**config.mk**
```make
export PLATFORM = sky130hd
export DESIGN_NAME = snapshot_capture_ctrl_flat
export DESIGN_NICKNAME = d
export VERILOG_FILES = /design/src/rtl/snapshot_capture_ctrl_if.sv /design/src/rtl/snapshot_capture_ctrl.sv /design/src/flat_wrapper.sv
export SDC_FILE = /design/constraint.sdc
export NUM_CORES = 1
export LEC_CHECK = 0
export CAP_MARGIN = 20
export CORE_UTILIZATION = 35
export DETAILED_ROUTE_END_ITERATION = 6
export GPL_ROUTABILITY_DRIVEN = 1
export PLACE_DENSITY_LB_ADDON = 0.3
export SYNTH_ARGS = -nofsm -noshare
export SYNTH_HDL_FRONTEND = slang
export SYNTH_SLANG_ARGS = --single-unit
```
**constraint.sdc**
```tcl
create_clock -name user_clk -period 3.6 [get_ports user_clk]
set_input_delay 0.54 -clock user_clk [delete_from_list [all_inputs] [get_ports user_clk]]
set_output_delay 0.54 -clock user_clk [all_outputs]
set_load 0.02 [all_outputs]
```
**src/rtl/snapshot_capture_ctrl_if.sv**
```systemverilog
// Snapshot capture bus: control word and samples in, BRAM write port and status out.
// Latency: n/a (signal bundle only).
// Backpressure: none; the BRAM write port always accepts.
interface snapshot_capture_ctrl_if #(
  parameter int ADDR_W = 10,
  parameter int DATA_W = 32
);
  logic [31:0]       ctrl;
  logic [DATA_W-1:0] din;
  logic              we_in;
  logic              trig;
  logic [ADDR_W-1:0] bram_addr;
  logic [DATA_W-1:0] bram_data;
  logic              bram_we;
  logic [31:0]       status;

  // Driver side: software register + sample source, observes BRAM port and status
  modport master (
    output ctrl, din, we_in, trig,
    input  bram_addr, bram_data, bram_we, status
  );

  // Capture controller side
  modport slave (
    input  ctrl, din, we_in, trig,
    output bram_addr, bram_data, bram_we, status
  );
endinterface

```
**src/rtl/snapshot_capture_ctrl.sv**
```systemverilog
// Snapshot capture sequencer: arm on ctrl[0] edge, wait for trigger, stream samples into BRAM.
// Latency: sample in cycle c appears on bram_* and status in cycle c+1; arm edge to ARMED is 1 cycle.
// Backpressure: none; the BRAM always accepts. Optional circular mode via macro SNAPSHOT_CIRC_EN.
module snapshot_capture_ctrl #(
  parameter int ADDR_W = 10,
  parameter int DATA_W = 32
) (
  input  logic                    user_clk,
  input  logic                    user_rst_n,
  snapshot_capture_ctrl_if.slave  bus
);

  typedef enum logic [1:0] {
    S_IDLE    = 2'd0,
    S_ARMED   = 2'd1,
    S_CAPTURE = 2'd2,
    S_DONE    = 2'd3
  } state_t;

  localparam logic [ADDR_W:0]   FULL_CNT = {1'b1, {ADDR_W{1'b0}}};
  localparam logic [ADDR_W:0]   LAST_CNT = {1'b0, {ADDR_W{1'b1}}};
  localparam logic [ADDR_W-1:0] LAST_PTR = {ADDR_W{1'b1}};

  state_t            state_q, state_d;
  logic              arm_q;
  logic [ADDR_W:0]   count_q, count_d;
  logic [ADDR_W-1:0] ptr_q, ptr_d;
  logic              done_q, done_d;
  logic [ADDR_W-1:0] addr_q, addr_d;
  logic [DATA_W-1:0] data_q, data_d;
  logic              we_q, we_d;

  logic arm_pulse;
  logic qual;
  logic fill_done;
  logic busy;

  assign arm_pulse = bus.ctrl[0] & ~arm_q;
  assign qual      = bus.ctrl[2] ? bus.we_in : 1'b1;
  // This cycle's qualified write is the one that fills the buffer
  assign fill_done = qual && (count_q == LAST_CNT);
  assign busy      = (state_q == S_ARMED) || (state_q == S_CAPTURE);

`ifdef SNAPSHOT_CIRC_EN
  logic wrapped_q, wrapped_d;
  logic stop_q;
  logic stop_pulse;
  logic circ;

  assign circ       = bus.ctrl[3];
  assign stop_pulse = bus.ctrl[4] & ~stop_q;

  logic [26:0] unused_ctrl_bits;
  assign unused_ctrl_bits = bus.ctrl[31:5];
`else
  logic [28:0] unused_ctrl_bits;
  assign unused_ctrl_bits = bus.ctrl[31:3];
`endif

  // Edge detectors, FSM state and the registered BRAM write port / status sources
  always_ff @(posedge user_clk or negedge user_rst_n) begin
    if (!user_rst_n) begin
      state_q <= S_IDLE;
      arm_q   <= 1'b0;
      count_q <= '0;
      ptr_q   <= '0;
      done_q  <= 1'b0;
      addr_q  <= '0;
      data_q  <= '0;
      we_q    <= 1'b0;
`ifdef SNAPSHOT_CIRC_EN
      wrapped_q <= 1'b0;
      stop_q    <= 1'b0;
`endif
    end else begin
      state_q <= state_d;
      arm_q   <= bus.ctrl[0];
      count_q <= count_d;
      ptr_q   <= ptr_d;
      done_q  <= done_d;
      addr_q  <= addr_d;
      data_q  <= data_d;
      we_q    <= we_d;
`ifdef SNAPSHOT_CIRC_EN
      wrapped_q <= wrapped_d;
      stop_q    <= bus.ctrl[4];
`endif
    end
  end

  // Next-state: arm/trigger sequencing and per-sample write generation
  always_comb begin
    state_d = state_q;
    count_d = count_q;
    ptr_d   = ptr_q;
    done_d  = done_q;
    addr_d  = addr_q;
    data_d  = data_q;
    we_d    = 1'b0;
`ifdef SNAPSHOT_CIRC_EN
    wrapped_d = wrapped_q;
`endif

    case (state_q)
      S_IDLE, S_DONE: begin
        // A fresh arm edge restarts from an empty buffer
        if (arm_pulse) begin
          state_d = S_ARMED;
          count_d = '0;
          ptr_d   = '0;
          done_d  = 1'b0;
`ifdef SNAPSHOT_CIRC_EN
          wrapped_d = 1'b0;
`endif
        end
      end

      S_ARMED: begin
        // The trigger cycle's own sample is not captured
        if (!bus.ctrl[1] || bus.trig) begin
          state_d = S_CAPTURE;
        end
      end

      S_CAPTURE: begin
        if (qual) begin
          we_d   = 1'b1;
          addr_d = ptr_q;
          data_d = bus.din;
          ptr_d  = ptr_q + 1'b1;
          // Count saturates at full depth; in circular mode it stays there
          if (count_q != FULL_CNT) begin
            count_d = count_q + 1'b1;
          end
        end
`ifdef SNAPSHOT_CIRC_EN
        if (qual && circ && (ptr_q == LAST_PTR)) begin
          wrapped_d = 1'b1;
        end
        if ((fill_done && !circ) || stop_pulse) begin
          state_d = S_DONE;
          done_d  = 1'b1;
        end
`else
        if (fill_done) begin
          state_d = S_DONE;
          done_d  = 1'b1;
        end
`endif
      end

      default: state_d = S_IDLE;
    endcase
  end

  // Status word assembled from registered state only, so it moves with bram_*
  always_comb begin
    bus.status     = '0;
    bus.status[31] = done_q;
    bus.status[30] = busy;
`ifdef SNAPSHOT_CIRC_EN
    bus.status[29]         = wrapped_q;
    // Low bits follow the write pointer, i.e. the oldest sample once wrapped
    bus.status[ADDR_W:0]   = {count_q[ADDR_W], ptr_q};
`else
    bus.status[ADDR_W:0]   = count_q;
`endif
  end

  assign bus.bram_addr = addr_q;
  assign bus.bram_data = data_q;
  assign bus.bram_we   = we_q;

endmodule

```
**src/flat_wrapper.sv**
```systemverilog
// flat-port wrapper written by rule: the top's interface ports become plain ports
module snapshot_capture_ctrl_flat 
#(
  parameter int ADDR_W = 10,
  parameter int DATA_W = 32
)
  (user_clk, user_rst_n, bus_ctrl, bus_din, bus_we_in, bus_trig, bus_bram_addr, bus_bram_data, bus_bram_we, bus_status);
  snapshot_capture_ctrl_if #(.ADDR_W(ADDR_W), .DATA_W(DATA_W)) bus_i ();
  input  logic user_clk;
  input  logic user_rst_n;
  input wire logic [$bits(bus_i.ctrl)-1:0] bus_ctrl;
  input wire logic [$bits(bus_i.din)-1:0] bus_din;
  input wire logic [$bits(bus_i.we_in)-1:0] bus_we_in;
  input wire logic [$bits(bus_i.trig)-1:0] bus_trig;
  output wire logic [$bits(bus_i.bram_addr)-1:0] bus_bram_addr;
  output wire logic [$bits(bus_i.bram_data)-1:0] bus_bram_data;
  output wire logic [$bits(bus_i.bram_we)-1:0] bus_bram_we;
  output wire logic [$bits(bus_i.status)-1:0] bus_status;
  assign bus_i.ctrl = bus_ctrl;
  assign bus_i.din = bus_din;
  assign bus_i.we_in = bus_we_in;
  assign bus_i.trig = bus_trig;
  assign bus_bram_addr = bus_i.bram_addr;
  assign bus_bram_data = bus_i.bram_data;
  assign bus_bram_we = bus_i.bram_we;
  assign bus_status = bus_i.status;
  snapshot_capture_ctrl #(.ADDR_W(ADDR_W), .DATA_W(DATA_W)) u_core (.user_clk(user_clk), .user_rst_n(user_rst_n), .bus(bus_i));
endmodule
```
==> results of run 1 <==
==> cell families (layout without fill, tap and decap cells) <==
kind of cell | after synthesis | count (layout) | share of synthesized area
adder cells (fa/ha/maj) | 6 | 6 | 0.0229
other | 1 | 19 | 0.00114
AND/OR/NAND/NOR | 65 | 65 | 0.120
flip-flops | 68 | 68 | 0.518
AO/OA/AOI/OAI | 44 | 44 | 0.0930
buffers and inverters | 44 | 124 | 0.0816
multiplexers | 48 | 48 | 0.162
==> flip-flops by register name, indices dropped and copies added (netlist names) <==
name / cells
u_core.arm_q: 1
u_core.bus.bram_addr: 10
u_core.bus.bram_data: 32
u_core.bus.bram_we: 1
u_core.count_q: 11
u_core.done_q: 1
u_core.ptr_q: 10
u_core.state_q: 2
==> placed cells by master, fill, tap and decap left out, types with 2 or more instances in the layout <==
master	instances
nand3_1	9
or3_1	6
clkinv_4	2
nor4b_1	3
a22o_1	4
conb_1	19
buf_4	3
nand2_1	12
a21oi_1	11
mux2i_1	6
clkbuf_8	9
dfrtp_1	68
and4_1	2
and3_1	3
nor2_1	5
o21ai_0	9
a211oi_1	3
mux2_2	42
nand4_1	3
or4_1	7
nand2b_1	5
ha_1	6
nor3_1	2
bufinv_16	2
inv_1	10
o211ai_1	2
clkdlybuf4s50_1	93
o31ai_1	6
==> cell type report <==
type	instances	area, sq um
Clock buffer	9	124
Clock inverter	7	98.8
Fill cell	836	4430
Inverter	10	37.5
Multi-Input combinational cell	182	1380
Sequential cell	68	1700
Tap cell	108	135
Timing Repair Buffer	98	978
==> per-stage QoR <==
| step | hold WS [ps] | utilization | power [mW] |
|---|---|---|---|
| after CTS | 106 | 0.501 | 3.44 |
| after global placement | 473 | 0.476 | 2.69 |
| after floorplan | 244 | - | 2.11 |
| after detailed placement | 477 | 0.476 | 2.73 |
| final | 101 | 0.501 | 3.40 |
| after global routing | 123 | 0.501 | 3.61 |
==> metal layers <==
layer / wire length, microns / track usage / vias up / share of wire
li1: - / - / 1146 / -
met1: 2870 / 0.175 / 1212 / 0.42
met2: 3480 / 0.258 / 61 / 0.51
met3: 315 / 0.0404 / 12 / 0.046
met4: 153 / 0.0712 / 0 / 0.022
met5: 0 / 0 / - / 0
==> worst max-delay path, stage by stage, from the launching register on <==
cell             delay, ps
dfrtp_1                420
inv_1                   60
ha_1                   430
inv_1                  130
clkdlybuf4s50_1        610
==> how the worst max path moves through the flow <==
stage / start / end / cells after the start
floorplan: u_core.state_q[0] / u_core.ptr_q[7] / 8
global placement: bus_ctrl[2] / u_core.bus.bram_data[21] / 5
detailed placement: bus_ctrl[2] / u_core.bus.bram_data[14] / 5
CTS: u_core.state_q[0] / bus_status[30] / 4
global route: u_core.state_q[0] / bus_status[30] / 4
finish: u_core.state_q[0] / bus_status[30] / 4
==> report_power, final <==
part           switching (mW)  leakage [nW]  internal, mW  total (mW)
clock                   0.306         0.110         0.393       0.699
sequential              0.117         0.871         0.985        1.10
combinational           0.824         0.925         0.772        1.60
==> flow_summary.ini, run 1 <==
[setup_path]
cp-end-kind = output pin
rr_startpoint = u_core.state_q[0]
rrSetupSlack_ps = 1200
r2r_end = u_core.ptr_q[8]
arrival_ps = 1990
ff2ff_path_depth = 6
cp.required_ps = 3060
worstSetupPathType = reg -> out
startpoint_type = flip-flop
critPathMaxFanout = 10

[cells_and_area]
fin_nets = 443
antennaDiodeCount = 0
finalInstanceArea_sq_mm = 0.00446
syn2layout_area_growth_pct = 35.8
final_cells = 482
drive_above_1_share = 0.187

[floorplanning]
dieArea_sq_mm = 0.00977
die_w_microns = 98.8
rows = 34
io_pins = 143
core-area_sq_mm = 0.00889
initial_core_util = 0.369
die_h_microns = 98.8

[route]
antenna_left = 0
viasPerCell = 5.04
route.detailed.drc = 0
drt-pass1-iter-count = 4
routed-via-count = 2431
drt_iter0_drc = 97
wl_per_cell_microns = 14.2
wirelength_microns = 6820

[clocking]
clk_pin_slew_ps = 80
cts_buffers = 9
h-tree-depth = 3
cts-root-buf = clkbuf_8
clock-sinks = 68
cts_setup_buffers = 0
cts_resized = 0
clk-insertion-delay-late_ps = 340
cts_hold_buf = 0
cts_tree = yes
clockBufferDepth = 2

[timing]
timing.fmax_mhz = 395
fin_skew_ps = 9.14
setup_violations = 0
hold_viol = 0
fin_crit_ps = 2530
grt_setup_unrepaired = no
worst_pin_slew_ps = 823
timing.final.ws_setup_ps = 1070
slew_viol_final = 0
tns_ps = 0
min_period_over_period = 0.702
slew_headroom = 0.437

[synthesis]
yosysTopAreaCell = dfrtp_1
synth_warnings = 0
synth_ff_type = dfrtp_1
synth_area_sq_mm = 0.00328
synth_top_area_share = 0.518
synth_most_common_cell = dfrtp_1
ys_ff_latch = 68
yosysSeqAreaShare = 0.518
yosys-top-cells-count = 68 x dfrtp_1, 42 x mux2_2, 21 x buf_4, 12 x nand2_1, 11 x a21oi_1
synthArstFlopShare = 1.00
synth_edf_count = 0
synth.top_cells.by_area = dfrtp_1 52%, mux2_2 14%, buf_4 4.8%
synth_cell_types = 43
syn_inst = 276
avgSynthCellArea_sq_um = 11.9

[grt]
first_global_vias = 2488
grt_max_degree = 53
antenna_found_initial = 0
grt_usage = 0.150
overflow = 0
grt_pass1_wl_microns = 11600

[placed_design]
placed_area_sq_mm = 0.00424
hpwl_microns = 4880
gp_congestion = 0.798
port_buffers = 94
dp_worst_setup_slack_ps = 946
numPlacedInstances = 466

[status]
status = complete, no violations

[worst_hold_path]
hold_path_class = in -> async

[power_and_ir_drop]
peakVddDrop_mv = 0.377
p_per_area_mw_per_mm2 = 762
p_leak_nw = 1.91

[flow_run]
max_cap_violations = 0
(Power assumes the default switching activity.)
==> run 2: changes to the inputs <==
Clock period 3.6 ns to 2.3 ns, I/O delays scaled along.
==> run 2 against run 1 <==
Against the previous run:
- first-iteration DRC count rose by 16%
- total power up 61%
- highest routed layer unchanged
- clock skew up 1.3 ps
- sequential cell count unchanged
- via count grew 1.1%
- critical path depth did not move
- register-to-register slack got worse by 1000 ps
- routed wire length increased by 1.2%
- worst setup slack worse by 1000 ps
- largest power group unchanged
- clock-buffer cell count up 1
==> flow_summary.ini, run 2 (same netlist as run 1, synthesis figures left out) <==
[cells_and_area]
layout_common_cells = 93 x clkdlybuf4s50_1, 68 x dfrtp_1, 42 x mux2_2
finalInstanceArea_sq_mm = 0.00453
drive_above_1_share = 0.195
antennaDiodeCount = 0
syn2layout_area_growth_pct = 37.9
largest_register_ffs = 32
mostFrequentLayoutCell = clkdlybuf4s50_1
fin_nets = 448
fill_cells = 800

[grt]
grt_usage = 0.150
grt_max_degree = 69
grt_pass1_wl_microns = 11600
antenna_found_initial = 0
overflow = 0
first_global_vias = 2487

[placed_design]
port_buffers = 94
placed_area_sq_mm = 0.00429
gp_congestion = 0.778
hpwl_microns = 4840

[status]
status = complete, no violations

[floorplanning]
initial_core_util = 0.369
core-area_sq_mm = 0.00889
dieArea_sq_mm = 0.00977
io_pins = 143
die_h_microns = 98.8
die_w_microns = 98.8
rows = 34

[clocking]
cts_setup_buffers = 0
cts_resized = 0
cts_tree = yes
clk-insertion-delay-late_ps = 340
clock-sinks = 68
cts-root-buf = clkbuf_8
h-tree-depth = 3
cts_hold_buf = 0
cts_buffers = 9
clockBufferDepth = 2
clk_pin_slew_ps = 70

[setup_path]
cp-end-kind = output pin
cp.required_ps = 1960
rr_startpoint = u_core.state_q[0]
worstSetupPathType = reg -> out
rrSetupSlack_ps = 160
critPathMaxFanout = 5
r2r_end = u_core.count_q[7]
startpoint_type = flip-flop
arrival_ps = 1890
ff2ff_path_depth = 6

[route]
viasPerCell = 5.05
routed-via-count = 2457
wl_per_cell_microns = 14.2
wirelength_microns = 6900
route.detailed.drc = 0
antenna_left = 0
drt-pass1-iter-count = 4
drt_iter0_drc = 113

[timing]
setup_violations = 0
grt_setup_unrepaired = no
slew_viol_final = 0
min_period_over_period = 0.971
tns_ps = 0
fin_crit_ps = 2230
holdWs_ps = 25.4
fin_skew_ps = 10.4
timing.fmax_mhz = 448
hold_viol = 0

[power_and_ir_drop]
power_mw = 5.47
peakVddDrop_mv = 0.485
p_per_area_mw_per_mm2 = 1210
p_leak_nw = 1.95

[flow_run]
max_cap_violations = 0

[worst_hold_path]
hold_path_class = in -> async
-- run 2: power by group --
part | leakage [nW] | total [mW] | internal (mW) | switching (mW)
clock network | 0.120 | 1.19 | 0.723 | 0.467
logic | 0.954 | 2.55 | 1.25 | 1.31
registers | 0.871 | 1.73 | 1.54 | 0.186
total | 1.95 | 5.47 | 3.51 | 1.96
-- run 2: how the worst max path moves through the flow --
stage / from / endpoint / depth (start not counted)
after CTS: u_core.state_q[0] / bus_status[30] / 4
after floorplan: u_core.state_q[0] / u_core.ptr_q[7] / 8
after detailed placement: bus_we_in / u_core.count_q[7] / 5
after global routing: u_core.state_q[0] / bus_status[30] / 4
after global placement: bus_we_in / u_core.ptr_q[9] / 5
final: u_core.state_q[0] / bus_status[30] / 4
-- run 2: area by class of cell --
type	instances	area (sq um)	share of cell area
Sequential cell	68	1700	0.376
Multi-Input combinational cell	182	1380	0.306
Clock buffer	10	128	0.0282
Inverter	10	37.5	0.00829
Tap cell	108	135	0.0299
Timing Repair Buffer	103	1030	0.227
Clock inverter	6	113	0.0249
-- run 2: worst max-delay path, stage by stage (launching register included) --
cell	delay, ps
dfrtp_1	430
inv_1	60
ha_1	350
inv_1	100
clkdlybuf4s50_1	610
-- run 2: routing by layer --
metal	track usage	share of wire
met5	0	0
met4	0.0654	0.014
met3	0.0376	0.053
met2	0.262	0.52
met1	0.174	0.42
-- run 2: metrics by stage --
| stage | setup slack, ps | instances | utilization |
|---|---|---|---|
| 2_1_floorplan | 313 | 294 | - |
| 3_3_place_gp | 75.8 | 471 | 0.482 |
| 3_5_place_dp | 39.0 | 471 | 0.482 |
| 4_1_cts | 58.3 | 487 | 0.509 |
| 5_1_grt | 4.45 | 487 | 0.509 |
| 6_report | 67.1 | 487 | 0.509 |
==> run 3: changes to the inputs <==
Settings changed: CORE_UTILIZATION 35 to 30.
Clock period 2.3 ns to 1.8 ns, I/O delays scaled along.
==> run 3 against run 2 <==
Against the previous run:
- the flow now finishes with violations (setup timing)
- clock-buffer cell count up 1
- global-route usage down 0.25 points
- sequential share of layout area down 3.0 points
- highest routed layer unchanged
==> flow_summary.ini, run 3 (same netlist as run 1, synthesis figures left out) <==
[grt]
first_global_vias = 2583
grt_max_degree = 34
grt_pass1_wl_microns = 13000
grt_usage = 0.147
overflow = 0
antenna_found_initial = 0

[setup_path]
slowest_delay_ps = 500
crit_chain = ha_4 > and3b_2 > a211o_4 > or4_1 > a21oi_2
rr_startpoint = u_core.state_q[1]
arrival_ps = 2140
worstSetupPathType = reg -> reg
cp_slowest_cell = or4_1
cp-end-kind = flip-flop
ff2ff_path_depth = 5
critPathMaxFanout = 6
startpoint_type = flip-flop
cp.required_ps = 2060
r2r_end = u_core.count_q[4]
rrSetupSlack_ps = -80

[power_and_ir_drop]
power_mw = 7.38
p_leak_nw = 2.14
peakVddDrop_mv = 0.593
p_per_area_mw_per_mm2 = 1500

[cells_and_area]
antennaDiodeCount = 0
syn2layout_area_growth_pct = 50.1
drive_above_1_share = 0.308
layout_common_cells = 91 x clkdlybuf4s50_1, 65 x dfrtp_1, 42 x mux2_2
fin_nets = 481
mostFrequentLayoutCell = clkdlybuf4s50_1
fill_cells = 1014
finalInstanceArea_sq_mm = 0.00493
largest_register_ffs = 32

[floorplanning]
die_h_microns = 107
io_pins = 143
initial_core_util = 0.314
rows = 37
die_w_microns = 107
dieArea_sq_mm = 0.0114
core-area_sq_mm = 0.0105

[worst_hold_path]
worstHoldPathCells = 1
hp-start = bus_ctrl[0]
hold_path_class = in -> reg
worstHoldEndpoint = u_core.arm_q

[timing]
slew_viol_final = 0
timing.final.ws_setup_ps = -75.9
grt_setup_unrepaired = yes
timing.fmax_mhz = 533
fin_skew_ps = 11.2
hold_viol = 0
min_period_over_period = 1.04
fin_crit_ps = 1880
setup_violations = 14

[route]
drt_iter0_drc = 67
route.detailed.drc = 0
viasPerCell = 4.76
drt-pass1-iter-count = 4
wirelength_microns = 7990
wl_per_cell_microns = 14.6
antenna_left = 0
routed-via-count = 2606

[clocking]
cts-root-buf = clkbuf_8
cts_tree = yes
clk-insertion-delay-late_ps = 340
clk_pin_slew_ps = 80
clock-sinks = 68
clockBufferDepth = 2
h-tree-depth = 3
cts_buffers = 9

[status]
status = finished, violations left
violations = setup timing

[placed_design]
gp_congestion = 0.847
hpwl_microns = 5480
port_buffers = 94
placed_area_sq_mm = 0.00459

[flow_run]
max_cap_violations = 0
## run 3: changes by cell type in the layout (fill, tap and decap cells not counted), moves of 4 or more
cell / before / now
buf_6: 0 / 4
a21oi_2: 0 / 6
a21oi_1: 11 / 5
buf_4: 7 / 29
## run 3: worst max path at each step
stage | from | endpoint | depth (start not counted)
2_1_floorplan | u_core.state_q[0] | u_core.ptr_q[7] | 6
3_3_place_gp | bus_we_in | u_core.ptr_q[7] | 5
3_5_place_dp | bus_we_in | u_core.ptr_q[7] | 5
4_1_cts | u_core.state_q[1] | u_core.ptr_q[7] | 5
5_1_grt | u_core.state_q[1] | u_core.count_q[4] | 5
6_report | u_core.state_q[1] | u_core.count_q[4] | 5
## run 3: worst max-delay path: cells and delay by family, from the launching register on
family | cells | cell delay (ps)
DFF | 1 | 430
AOI/OAI and AO/OA | 2 | 460
and+or+nand+nor | 2 | 730
adders and majority gates | 1 | 180
## run 3: layout make-up
type	instances	area, sq um	area share
Timing Repair Buffer	135	1350	0.275
Clock buffer	11	131	0.0267
Inverter	10	37.5	0.00762
Sequential cell	68	1710	0.346
Clock inverter	5	28.8	0.00584
Tap cell	136	170	0.0345
Multi-Input combinational cell	183	1500	0.304
## run 3: where the power goes
part,internal [mW],switching [mW],leakage [nW]
combinational,2.16,1.96,1.19
clock,0.494,0.577,0.0868
sequential,1.97,0.221,0.866
total,4.63,2.76,2.14
## run 3: per-stage QoR
step | util | setup slack (ps) | std cells | TNS, ps | hold WS, ps
after floorplan | - | -88.6 | 294 | -531 | -25.6
after global placement | 0.439 | -284 | 527 | -9570 | 227
after detailed placement | 0.439 | -307 | 527 | -10720 | 233
after CTS | 0.465 | -76.9 | 547 | -494 | 389
after global routing | 0.471 | -125 | 548 | -1410 | 378
final | 0.471 | -75.9 | 548 | -459 | 399
## run 3: per-layer routing
layer,vias up,wire length (microns),global-route usage
li1,1225,-,-
met3,9,300,0.0201
met4,0,113,0.0646
met2,74,4080,0.247
met1,1298,3500,0.189
met5,-,0,0
## run 3: timing repair
item                       4_1_cts  5_1_grt
hold buffers                     1        0
pin swaps                        5        1
resized for setup               17       19
setup endpoints to repair       18       21
hold endpoints to repair        12        0
buffers inserted                 1        1
gates cloned                     2        0
